## config.mk

```make
export PLATFORM = sky130hd
export DESIGN_NAME = ram_dp_be
export DESIGN_NICKNAME = d
export VERILOG_FILES = /design/src/rtl/ram_dp_be.sv
export SDC_FILE = /design/constraint.sdc
export NUM_CORES = 2
export LEC_CHECK = 0
export BUFFER_PORTS_ARGS = -buffer_cell sky130_fd_sc_hd__clkbuf_2
export CORE_UTILIZATION = 63
export DETAILED_ROUTE_END_ITERATION = 8
export MAX_ROUTING_LAYER = met4
export PLACE_DENSITY = 0.81
export SYNTH_ARGS = -nofsm -noshare
export SYNTH_HDL_FRONTEND = slang
export SYNTH_SLANG_ARGS = --single-unit
```

## constraint.sdc

```tcl
create_clock -name clk -period 6.2 [get_ports clk]
set_clock_uncertainty 0.05 [all_clocks]
set_input_delay 0.31 -clock clk [delete_from_list [all_inputs] [get_ports clk]]
set_output_delay 0.31 -clock clk [all_outputs]
set_load 0.005 [all_outputs]
```

## src/rtl/ram_dp_be.sv

```systemverilog
// Simple dual-port RAM with one write port, one read port, per-byte write enables and a
// read-during-write policy. Also provides a read-valid pipeline and a clear sequencer.
module ram_dp_be #(
  parameter int DATA_WIDTH = 8,
  parameter int DEPTH      = 256,
  parameter int ADDR_WIDTH = 8,
  parameter int BE_WIDTH   = DATA_WIDTH / 8,
  parameter int RDW_MODE   = 0,
  parameter int OUT_REG    = 0
) (
  input  logic                  clk,
  input  logic                  rst_n,
  input  logic                  wren,
  input  logic [ADDR_WIDTH-1:0] wr_addr,
  input  logic [DATA_WIDTH-1:0] wr_data,
  input  logic [BE_WIDTH-1:0]   wr_be,
  input  logic                  rden,
  input  logic [ADDR_WIDTH-1:0] rd_addr,
  output logic [DATA_WIDTH-1:0] q,
  output logic                  q_valid,
  output logic                  collision,
  input  logic                  clr,
  output logic                  busy
);
  localparam int STAGES = (OUT_REG != 0) ? 2 : 1;
  localparam logic [ADDR_WIDTH:0]   DEPTH_W = (ADDR_WIDTH+1)'(DEPTH);
  localparam logic [ADDR_WIDTH-1:0] LAST    = ADDR_WIDTH'(DEPTH - 1);

  typedef enum logic {IDLE, CLEAR} state_t;
  state_t                state;
  logic [ADDR_WIDTH-1:0] clr_cnt;

  logic [DATA_WIDTH-1:0] mem [DEPTH];

  logic wr_hit, rd_hit, wr_ok, rd_ok, same;
  logic [DATA_WIDTH-1:0] rd_old, rd_fwd, rd_word;

  assign wr_hit = {1'b0, wr_addr} < DEPTH_W;
  assign rd_hit = {1'b0, rd_addr} < DEPTH_W;
  assign wr_ok  = wren & ~busy & wr_hit;
  assign rd_ok  = rden & ~busy;
  // Only a write that actually lands in the array counts as a collision.
  assign same   = wr_ok & rd_hit & (wr_addr == rd_addr);

  assign rd_old = rd_hit ? mem[rd_addr] : '0;

  for (genvar gb = 0; gb < BE_WIDTH; gb++) begin : g_fwd
    assign rd_fwd[8*gb +: 8] = (same && wr_be[gb]) ? wr_data[8*gb +: 8] : rd_old[8*gb +: 8];
  end

  assign rd_word = (RDW_MODE != 0) ? rd_fwd : rd_old;

  // Array has no reset: contents survive rst_n, and an aborted clear leaves the tail intact.
  always_ff @(posedge clk) begin
    if (state == CLEAR) begin
      mem[clr_cnt] <= '0;
    end else if (wr_ok) begin
      for (int b = 0; b < BE_WIDTH; b++)
        if (wr_be[b]) mem[wr_addr][8*b +: 8] <= wr_data[8*b +: 8];
    end
  end

  always_ff @(posedge clk or negedge rst_n) begin
    if (!rst_n) begin
      state   <= IDLE;
      clr_cnt <= '0;
      busy    <= 1'b0;
    end else begin
      case (state)
        IDLE: if (clr) begin
          state   <= CLEAR;
          busy    <= 1'b1;
          clr_cnt <= '0;
        end
        CLEAR: if (clr_cnt == LAST) begin
          state <= IDLE;
          busy  <= 1'b0;
        end else begin
          clr_cnt <= clr_cnt + 1'b1;
        end
        default: state <= IDLE;
      endcase
    end
  end

  logic [STAGES:1]       vld_pipe, col_pipe;
  logic [DATA_WIDTH-1:0] d1;

  always_ff @(posedge clk or negedge rst_n) begin
    if (!rst_n) begin
      vld_pipe <= '0;
      col_pipe <= '0;
      d1       <= '0;
    end else begin
      vld_pipe[1] <= rd_ok;
      col_pipe[1] <= rd_ok & same;
      for (int s = 2; s <= STAGES; s++) begin
        vld_pipe[s] <= vld_pipe[s-1];
        col_pipe[s] <= col_pipe[s-1];
      end
      if (rd_ok) d1 <= rd_word;
    end
  end

  if (OUT_REG != 0) begin : g_oreg
    logic [DATA_WIDTH-1:0] d2;
    always_ff @(posedge clk or negedge rst_n) begin
      if (!rst_n)           d2 <= '0;
      else if (vld_pipe[1]) d2 <= d1;
    end
    assign q = d2;
  end else begin : g_noreg
    assign q = d1;
  end

  assign q_valid   = vld_pipe[STAGES];
  assign collision = col_pipe[STAGES];
endmodule

```

==> flow_summary_export.csv <==
group,metric,value,unit
final_layout,fin_util,69.8,%
synth,syn_area,81500,um^2
cts,root_buffer,"clkbuf_16",
flow_run,max_cap_viol_count,0,
setup_path,cp_max_fo,18,
sta,finalSetupViolCount,0,
grt,grt-busiest-layer,"met2",
drt,drc,9,
status,status,"finished, violations left",
place,dpl.hpwl,125000,um
setup_path,criticalPathCategory,"flip-flop to flip-flop",
final_layout,final_common_cell,"edfxtp_1",
drt,first_pass_iters,9,
drt,finalWirelength,212000,um
status,failed_checks,"DRC",
drt,drtIter0Drc,7794,
grt,grt_max_degree,165,
grt,grt_pass1_vias,42700,
synth,ys_ff_latch,2068,
synth,async_flop_share,0.967,%
drt,wl_per_cell,35.2,um
pwr,p_per_area,327,nW/um^2
synth,synth_seq_area_share,76.1,%
grt,grt_use_met1,43.6,%
synth,syn_nets,4130,
die,die-area,131000,um^2
synth,synth_edf_count,2048,
synth,synthFlopType,"edfxtp_1",
grt,grt.overflow.total,0,
pwr,ir_worst_vdd,0.325,mV
place,port_buffers,40,
sta,finalCritPeriodShare,74.6,%
hold_path,hold_class,"input pin to async pin",
sta,whs,0.0565,ns
sta,maxSlewHeadroom,2.97,%
sta,slew_violations,0,
place,dpl_worst_slack,1.78,ns
drt,drtAntennaViolNets,0,
final_layout,instances_no_fill,6027,
setup_path,cp-end-kind,"flip-flop",
sta,post-route-min-period,4.63,ns
grt,grt_pass1_wl,300000,um
die,die_w,362,um
grt,use_met3,11.2,%
die,die_y,362,um
sta,rsz0062_at_grt,"no",
cts,clock_path_buffers,3,
sta,timing.final.ws_setup,1.57,ns
drt,routed_via_density,7.23,
final_layout,drive_gt1_share,18.0,%
final_layout,area_delta_synth_final,9.55,%
place,place.gp.congestion,0.990,
grt,use_met2,48.7,%
final_layout,mostFrequentLayoutCells,"edfxtp_1, mux4_2, mux2i_1, nor2_1, clkbuf_16",
synth,synth_cells,4099,
pwr,p_leak,29.3,nW
drt,via_count,43600,
place,dp.cells,5648,
die,initial_core_util,63.7,%
sta,tightestPinTransition,1.45,ns
setup_path,startpoint_type,"flip-flop",
die,std_cell_rows,131,
die,io_pins,41,
cts,numCtsBuffers,189,
cts,cts_sinks,2068,
sta,fin_tns_setup,0,ns
final_layout,num-nets-final,4214,
sta,fmax,216,MHz
cts,cts_resized,0,
setup_path,cp.arrival,5.00,ns
synth,yosysWarnings,0,
cts,cts_tree,"done",
cts,htreeDepth,4,
setup_path,crit_required,6.58,ns
cts,clkSlewWorstSetupHoldPaths,0.07,ns
grt,grt_use_total,33.7,%
sta,hold_viol,0,
grt,antenna_found_initial,16,
synth,yosysUniqueCellTypes,66,
die,core,128000,um^2
synth,synth_area_per_cell,19.9,um^2
cts,clk-insertion-delay-late,0.81,ns
==> state kept, by name, summed over array words and instances (netlist names) <==
name,count
state,1
busy,1
collision,1
q_valid,1
mem,2048
clr_cnt,8
q,8
==> per-layer routing <==
metal | wire (um) | vias to the layer above
met5 | 0 | -
li1 | - | 17100
met4 | 11200 | 0
met3 | 32400 | 677
met2 | 97100 | 3749
met1 | 71300 | 22000
==> report_power, final <==
group | total, mW | internal (mW) | switching (mW)
clock network | 11.7 | 6.63 | 5.08
registers | 15.5 | 15.4 | 0.109
logic | 2.00 | 0.540 | 1.46
==> worst max-delay path, cell delays in order (launching register included) <==
cell and delay (ns):
dfrtp_1 0.51, nor3_2 0.85, nand3b_1 0.15, o21ai_1 0.37, nand3_1 1.20, nor2_1 1.11
==> path summary, 6_finish.rpt <==
check | from | end | slack [ns] | cells past startpoint
max in group asynchronous | rst_n | clr_cnt[3] | 5.53 | 2
max | state | mem[120][2] | 1.57 | 5
min in group clk | wr_data[7] | mem[239][7] | 0.10 | 2
min | rst_n | q[4] | 0.06 | 2
max reg2reg | state | mem[120][2] | 1.57 | 5
min reg2reg | q[2] | q[2] | 0.47 | 1
==> per-stage QoR <==
stage	cell area [um^2]	total power [mW]
finish	89200	29.2
global route	89200	29.7
CTS	89200	29.1
detailed placement	83000	17.7
global placement	82900	17.6
floorplan	81500	16.9
==> Yosys cell counts (all sizes together) (23+ instances only) <==
cell type | instances | area (um^2)
o21ai | 61 | 305
clkbuf | 80 | 330
nand3 | 53 | 265
mux4 | 360 | 8280
nand2 | 150 | 563
o22ai | 88 | 551
nor2 | 293 | 1100
a221oi | 27 | 249
a22oi | 43 | 323
buf | 168 | 1500
a21oi | 66 | 330
mux2i | 308 | 3080
o221ai | 62 | 556
edfxtp | 2048 | 61500
nor3 | 23 | 115
a2111oi | 30 | 269
==> final cells by class <==
| class | instances | area (um^2) |
|---|---|---|
| antenna | 26 | 65.1 |
| clock buffer | 226 | 4960 |
| clock inverter | 121 | 1200 |
| fill | 7278 | 38600 |
| inverter | 13 | 51.3 |
| multi-input combinational | 1769 | 17700 |
| sequential | 2068 | 62000 |
| tap | 1662 | 2080 |
| timing repair buffer | 142 | 1210 |
==> repair_timing <==
action,4_1_cts,5_1_grt
hold buffers,6,0
buffers inserted,0,0
endpoints found under the setup margin,0,0
endpoints found under the hold margin,35,0
==> cells by family (layout without fill, tap and decap cells) <==
logic type	Yosys count	after routing	synth area share, %
compound gates	449	449	3.89
xor+xnor	10	10	0.108
fa+ha+maj	1	1	0.0154
buf+inv	262	502	2.31
flops	2068	2068	76.1
mux	689	689	14.2
other cells	0	26	0
simple gates	620	620	3.34
No activity file was read; power rests on OpenSTA's default activity.
